**config.mk**
```make
export PLATFORM = sky130hd
export DESIGN_NAME = regfile_rename_mp
export DESIGN_NICKNAME = d
export VERILOG_FILES = /design/src/rtl/regfile_rename_mp.sv
export SDC_FILE = /design/constraint.sdc
export NUM_CORES = 2
export LEC_CHECK = 0
export CORE_UTILIZATION = 45
export CTS_CLUSTER_DIAMETER = 50
export CTS_CLUSTER_SIZE = 16
export DETAILED_ROUTE_END_ITERATION = 8
export HOLD_SLACK_MARGIN = 0.06
export SLEW_MARGIN = 5
export SYNTH_ARGS = -nofsm -noshare
export SYNTH_HDL_FRONTEND = slang
export SYNTH_SLANG_ARGS = --single-unit
```
**constraint.sdc**
```tcl
create_clock -name clk -period 3.2 [get_ports clk]
set_clock_uncertainty 0.05 [all_clocks]
set_input_delay 0.32 -clock clk [delete_from_list [all_inputs] [get_ports clk]]
set_output_delay 0.32 -clock clk [all_outputs]
set_load 0.005 [all_outputs]
```
**src/rtl/regfile_rename_mp.sv**
```systemverilog
// Architectural register file with rename busy/tag tracking, a single busy/tag checkpoint and flush.
// Operand reads are combinational with same-cycle rename and commit bypass.
module regfile_rename_mp #(
  parameter int XLEN  = 32,
  parameter int NREG  = 32,
  parameter int TAG_W = 5,
  parameter int NRD   = 2,
  parameter int NWB   = 2,
  localparam int RIDX_W = $clog2(NREG)
) (
  input  logic                  clk,
  input  logic                  rst,
  input  logic                  i_flush,
  input  logic                  i_ren_en,
  input  logic [RIDX_W-1:0]     i_ren_rd,
  input  logic [TAG_W-1:0]      i_ren_tag,
  input  logic [NWB-1:0]        i_wb_valid,
  input  logic [NWB*RIDX_W-1:0] i_wb_rd,
  input  logic [NWB*TAG_W-1:0]  i_wb_tag,
  input  logic [NWB*XLEN-1:0]   i_wb_data,
  input  logic                  i_ckpt_save,
  input  logic                  i_ckpt_restore,
  input  logic [NRD*RIDX_W-1:0] i_rd_id,
  output logic [NRD-1:0]        o_rd_busy,
  output logic [NRD*TAG_W-1:0]  o_rd_tag,
  output logic [NRD*XLEN-1:0]   o_rd_val
);

  logic [XLEN-1:0]   r_val   [NREG];
  logic [TAG_W-1:0]  r_tag   [NREG];
  logic [TAG_W-1:0]  r_ctag  [NREG];
  logic [NREG-1:0]   r_busy;
  logic [NREG-1:0]   r_cbusy;

  logic [XLEN-1:0]   w_val_next   [NREG];
  logic [TAG_W-1:0]  w_tag_next   [NREG];
  logic [TAG_W-1:0]  w_ctag_next  [NREG];
  logic [NREG-1:0]   w_busy_next;
  logic [NREG-1:0]   w_cbusy_next;

  logic [RIDX_W-1:0] w_wb_rd   [NWB];
  logic [TAG_W-1:0]  w_wb_tag  [NWB];
  logic [XLEN-1:0]   w_wb_data [NWB];

  genvar gi;
  for (gi = 0; gi < NWB; gi++) begin : g_wb
    assign w_wb_rd[gi]   = i_wb_rd[gi*RIDX_W +: RIDX_W];
    assign w_wb_tag[gi]  = i_wb_tag[gi*TAG_W +: TAG_W];
    assign w_wb_data[gi] = i_wb_data[gi*XLEN +: XLEN];
  end

  // Commits first (ascending port, younger wins), then flush / restore / rename+save.
  always_comb begin
    w_val_next   = r_val;
    w_tag_next   = r_tag;
    w_ctag_next  = r_ctag;
    w_busy_next  = r_busy;
    w_cbusy_next = r_cbusy;
    for (int k = 0; k < NWB; k++) begin
      if (i_wb_valid[k] && (w_wb_rd[k] != '0)) begin
        w_val_next[w_wb_rd[k]] = w_wb_data[k];
        if (w_wb_tag[k] == r_tag[w_wb_rd[k]])  w_busy_next[w_wb_rd[k]]  = 1'b0;
        if (w_wb_tag[k] == r_ctag[w_wb_rd[k]]) w_cbusy_next[w_wb_rd[k]] = 1'b0;
      end
    end
    if (i_flush) begin
      w_busy_next  = '0;
      w_cbusy_next = '0;
    end else if (i_ckpt_restore) begin
      w_busy_next = w_cbusy_next;
      w_tag_next  = r_ctag;
    end else begin
      if (i_ren_en && (i_ren_rd != '0)) begin
        w_busy_next[i_ren_rd] = 1'b1;
        w_tag_next[i_ren_rd]  = i_ren_tag;
      end
      if (i_ckpt_save) begin
        w_cbusy_next = w_busy_next;
        w_ctag_next  = w_tag_next;
      end
    end
  end

  always_ff @(posedge clk) begin
    if (rst) begin
      for (int r = 0; r < NREG; r++) begin
        r_val[r]  <= '0;
        r_tag[r]  <= '0;
        r_ctag[r] <= '0;
      end
      r_busy  <= '0;
      r_cbusy <= '0;
    end else begin
      r_val   <= w_val_next;
      r_tag   <= w_tag_next;
      r_ctag  <= w_ctag_next;
      r_busy  <= w_busy_next;
      r_cbusy <= w_cbusy_next;
    end
  end

  for (gi = 0; gi < NRD; gi++) begin : g_rd
    logic [RIDX_W-1:0] w_id;
    logic              w_busy;
    logic [TAG_W-1:0]  w_tag;
    logic [XLEN-1:0]   w_val;

    assign w_id = i_rd_id[gi*RIDX_W +: RIDX_W];

    // Later matching commit ports overwrite earlier ones, so the youngest commit is forwarded.
    always_comb begin
      w_busy = r_busy[w_id];
      w_tag  = r_tag[w_id];
      w_val  = r_val[w_id];
      if (w_id == '0) begin
        w_busy = 1'b0;
        w_tag  = '0;
        w_val  = '0;
      end else if (i_ren_en && (i_ren_rd == w_id)) begin
        w_busy = 1'b1;
        w_tag  = i_ren_tag;
      end else if (r_busy[w_id]) begin
        for (int k = 0; k < NWB; k++) begin
          if (i_wb_valid[k] && (w_wb_rd[k] == w_id) && (w_wb_tag[k] == r_tag[w_id])) begin
            w_busy = 1'b0;
            w_val  = w_wb_data[k];
          end
        end
      end
    end

    assign o_rd_busy[gi]               = w_busy;
    assign o_rd_tag[gi*TAG_W +: TAG_W] = w_tag;
    assign o_rd_val[gi*XLEN +: XLEN]   = w_val;
  end

endmodule
```
[Word-level counts from Yosys, hierarchy flattened]
Index checks and enable logic that the tools add are counted.
Storage, ports and cells
  bits of input ports: 112
  register bits after elaboration: 1408
Cells by class
  mux-type cells: 83
  order comparisons: 16
  bitwise operators: 14
  reduce and logical (&&, ||, !) cells: 26
  equal/unequal tests: 14
Operators by type and width (count)
  $bwmux 1024: 2
  $mux 1024: 2
  $mux 32: 28
  $bmux 32 s5: 2
  $demux 32 s5: 2
  $mux 160: 2
  $bwmux 160: 1
  $bmux 5 s5: 6
  $and 32x32->32: 4
  $mux 5: 17
  $eq 5x5->1: 14
  $not 32->32: 2
  $or 32x32->32: 1
  $ge 6x6->1 const B: 5
  $lt 5x6->1 const B: 5
  $not 5->6: 5
  $demux 5 s5: 1
  $logic_and 1x1->1: 19
  $lt 6x1->1 const B: 3
  $demux 1 s5: 3
  $ge 5x1->1 const B: 3
  $mux 1: 15
  $reduce_bool 5->1: 3
  $bmux 1 s5: 2
  other kinds (4): 6

[Longest topological paths before layout]
  depth after elaboration: 15
  gate-level depth with buffers: 15
  mapped depth without buffers: 9

[Least setup slack after synthesis]
No wires, ideal clock.
  path kind: input port to output port
  start point: in i_rd_id[5]
  end point: out o_rd_val[45]
  slack: -259 ps
  required time: 2830 ps
  stages: 8
  buffers on the path: 4
  arrival: 3089 ps
  path through: buf_2 -> buf_2 -> buf_2 -> buf_1 -> mux4_2 -> mux4_2 -> mux2_2 -> o221a_2
On the way
  cells in the longest elaborated chain, start to end: 11
  elaborated cells between the ends (all ways): 25
  those cells by class: 5 x eq/ne; 13 x mux; 1 x bitwise; 6 x reduce/logical
Ends and longest elaborated chain
  start, declared: RTL line 23  | input logic [NRD*RIDX_W-1:0] i_rd_id,
  $not 5->6 (not written as such): RTL line 114, 124
  $bmux 5 s5: RTL line 124  | if (i_wb_valid[k] && (w_wb_rd[k] == w_id) && (w_wb_tag[k] == r_tag[w_id])) begin
  $mux 5 (not written as such) (2 in series): RTL line 124
  $eq 5x5->1: RTL line 124
  $logic_and 1x1->1: RTL line 124
  $mux 32 (2 in series): RTL line 124
  $mux 32: RTL line 122  | end else if (r_busy[w_id]) begin
  $mux 32: RTL line 119  | end else if (i_ren_en && (i_ren_rd == w_id)) begin
  $mux 32 *: RTL line 115  | if (w_id == '0) begin
  end, declared: RTL line 26  | output logic [NRD*XLEN-1:0] o_rd_val
Mark *: on every way between the ends. The rest lies on a longest branch, timed or not. The select of a mux whose other input is x is not followed.

[Worst setup path in the final report]
  start point: reg r_tag[26] (netlist name)
  end point: out o_rd_val[36]
On the way
  cells in the longest elaborated chain, start to end: 10
  elaborated cells between the ends (all ways): 12
  those cells by class: 2 x eq/ne; 8 x mux; 2 x reduce/logical
Ends and longest elaborated chain
  start, declared: RTL line 30  | logic [TAG_W-1:0] r_tag [NREG];
  start signal, assigned: RTL line 95  | r_tag <= w_tag_next;
  $bmux 5 s5 *: RTL line 124
  $mux 5 (not written as such) * (2 in series): RTL line 124
  $eq 5x5->1: RTL line 124
  $logic_and 1x1->1: RTL line 124
  $mux 32: RTL line 124
  $mux 32 *: RTL line 124
  $mux 32 *: RTL line 122
  $mux 32 *: RTL line 119
  $mux 32 *: RTL line 115
Marked as above.

==> reports/results.txt <==
The H-tree was split into 4 levels. In this run the vertical extent of the chip is 443.2 um. After the first detailed-routing iteration, the DRC count stood at 13,140. The worst path needs 4532 ps of the cycle, external delays included. The die is 443.2 um wide. The run gives 16 as the initial antenna violation count. Detailed routing inserted a total of 88,030 vias. The fraction of synthesized cell area taken by the top area cell type was 0.3218; the number of placed I/O pins was 188.

The number of cell rows is 161, and the largest net degree at the start of global routing is 168. On the worst path, the slowest cell contributes a delay of 450 ps. For the sequential fraction of the synthesis area, the log shows 0.3218. The share of flip-flops with an asynchronous set or reset after synthesis came out at 0. Among the stages of the critical path, the cell type that occurs most often is buf_6.

The critical path goes through buf_6, mux4_2, mux2_4, o22a_1, o221ai_2, buf_12, xor2_4, buf_6, nand3_2, or3_4, buf_12, buf_16, buf_8, buf_6, o221a_1, buf_2. The tool flagged a number of max-cap violations equal to 0. Dominant synthesized flop cell: dfxtp_1. By startpoint and endpoint, the worst setup path is classified as reg -> out.

The cell area that synthesis handed to floorplanning was 0.08759 mm^2. IR analysis of the VDD net gives a maximum drop of 0.6172 mV. Dividing the detail-routed wire length by the instance count gives 34.65 um. The logs give 1.059 for the routability congestion estimate from global placement and 0.1930 mm^2 for the core area. The part of the cycle the worst path needs was 1.416. The root buffer cell chosen for the clock tree is clkbuf_16. STA classifies the critical path endpoint as an output pin. Yosys printed 0 warnings.

The worst-case headroom to the max-slew limit was 0.1382; the power density over cell area was 420.3 mW/mm^2. The remaining global-route overflow is 0. After detailed routing, the number of remaining DRC violations is 0.

The final layout contains 9,934 nets. Yosys attributes the largest share of cell area to dfxtp_1, mux4_2, mux2i_1. The post-synthesis cell count was 9,517; the transition at the pin with the smallest max-transition slack was 1281 ps. The type of element launching the critical path is a flop. The tools report the remaining number of nets flagged by the antenna check after routing as 0. Among all cell types in the netlist, the one instantiated most often is nor2_1.

The number of nets in the synthesized netlist is 9,629. The overall global routing resource usage is 0.4267. The commonest cells after synthesis are nor2_1, dfxtp_1, clkbuf_1. The number of global-route vias before repair was 83,120. Using the TritonRoute via totals, the vias-per-cell ratio works out to 7.043. The design draws 0.04516 W.

Area added between synthesis and finish: 22.69%. The run finished, with violations left. The tools report the launch point of the worst reg-to-reg path as r_tag[81].

The first detailed-routing pass took 7 iterations. The synthesized flop and latch total is 1,408. The biggest area contributor in the post-synthesis netlist is dfxtp_1. After synthesis, the netlist uses 75 different library cells. The count of final setup violators is 135, and the number of flops mapped to enable cells by yosys is 0.

The initial core utilization is 0.4539. The fraction of layout instances using a drive strength above 1 was 0.2707. The final reports fail on negative setup slack. Tracing the worst setup path back leads to its startpoint at r_tag[26].

Required time reported for the critical path endpoint: 2830 ps. The tightest min-delay check is of the in -> reg type. In this run the static leakage power is 38.35 nW.

The share of the core filled with cells in the final layout came out at 0.5568. The cell with the largest stage delay on the worst path is mux4_2. The tools report the start point of the worst min-delay path as i_wb_data[31].

TritonCTS built the clock tree. The tools report the die footprint as 0.1964 mm^2. A synthesized cell averages 9.204 um^2. During placement, the flow inserted port buffers numbering 187. The largest fanout of any net on the critical path is 3, and the final hold violation count is 0. The tools report the final wirelength as 433,000 um. No sink is reached through more buffers than the 3 on the longest clock path. For the wire length of the first global-routing pass, the log shows 612,900 um. The post-CTS clock slew at the launch and capture registers of the worst setup and hold paths is 70 ps, and the worst endpoint data arrival time is 4160 ps. The clock reaches the later pin of the worst-skew pair after 860 ps. Setup repair after global routing could not meet its margin everywhere.

The final worst setup slack is -1332 ps. The CTS sink count is 1,408. The run gives 281,900 um as the half-perimeter wire length after placement. The number of clock buffers added by TritonCTS is 175. The number of pins exceeding their max-slew limit in the final report was 0. Derived from the worst setup path, the maximum achievable clock frequency is 220.7 MHz. Before CTS, the worst setup slack after placement is -1401 ps.
[repair_timing]
action | in CTS | in global routing
pin swaps | 67 | 55
hold buffers | 3 | 0
setup buffers | 58 | 34
cloned | 7 | 0
endpoints found under the setup margin | 138 | 138
gates resized for setup | 539 | 113
hold endpoints to repair | 32 | 0
[kinds of logic after synthesis]
| logic type | Yosys count | synth area share |
|---|---|---|
| simple gates | 2802 | 0.1346 |
| compound gates | 2301 | 0.1847 |
| mux | 1650 | 0.2922 |
| flops | 1408 | 0.3218 |
| buf+inv | 1288 | 0.05991 |
| xor+xnor | 68 | 0.006800 |
[cells in the final DEF (no fill, tap or decap), drive strengths merged, types with 21 or more instances in the layout]
master / Yosys / final
a211oi: 834 / 834
a21oi: 554 / 554
a221oi: 189 / 189
a22oi: 222 / 222
a311oi: 160 / 160
buf: 288 / 1259
clkbuf: 963 / 218
clkdlybuf4s50: 0 / 94
clkinv: 0 / 36
clkinvlp: 0 / 21
dfxtp: 1408 / 1408
inv: 37 / 81
mux2: 42 / 42
mux2i: 887 / 887
mux4: 721 / 721
nand2: 350 / 350
nand3: 291 / 291
nand4: 21 / 21
nor2: 1898 / 1898
nor2b: 45 / 46
nor4: 77 / 77
o21ai: 51 / 51
o221a: 32 / 32
o22ai: 178 / 178
xnor2: 33 / 33
xor2: 35 / 35
[registers in the layout, summed over array words and instances, names as in the netlist]
name / cells
r_tag: 160
r_val: 1024
r_busy: 32
r_cbusy: 32
r_ctag: 160
[through the flow]
stage,hold slack [ps],cells,area [um^2],TNS [ps]
after floorplan,400.9,9517,87800,-471.6
after global placement,412.6,12090,99060,-144440
after detailed placement,417.6,12090,99060,-148290
after CTS,243.4,12470,107100,-77340
after global routing,290.6,12500,107500,-91960
final,271.9,12500,107500,-82810
[routing by layer]
layer	vias up	global-route usage	share of wire
met1	43130	0.5513	0.37
met5	-	0	0.00052
met2	6780	0.6066	0.41
li1	36560	-	-
met3	1551	0.1250	0.13
met4	18	0.3068	0.085
[area by class of cell]
cell class / count / area [um^2]
Fill cell: 16800 / 85520
Multi-Input combinational cell: 6822 / 55860
Sequential cell: 1408 / 28370
Timing Repair Buffer: 1378 / 13700
Clock buffer: 206 / 4773
Tap cell: 2526 / 3161
Clock inverter: 117 / 1441
Inverter: 37 / 140.1
Antenna cell: 4 / 10.01
[final timing paths]
check            endpoint  slack [ps]  depth (start not counted)
min reg2reg    r_tag[159]         430                          2
min            r_val[927]         270                          4
max reg2reg    r_busy[12]        -160                         13
max          o_rd_val[36]       -1330                         16
[worst max-delay path: cells and delay by family (launching register included)]
family,cells,cell delay [ps]
AOI/OAI and AO/OA,3,520
xor gates and xnor gates,1,170
buffers and inverters,8,1100
DFF,1,350
muxes,2,740
and+or+nand+nor,2,430
[power by group]
group	switching, W	leakage (nW)	total, W	internal (W)
clock	0.00927	3.00	0.0216	0.0123
combinational	0.00362	23.9	0.00566	0.00203
sequential	0.000199	11.4	0.0180	0.0178
total	0.0131	38.3	0.0452	0.0321
Power figures use the tool's default switching activity.
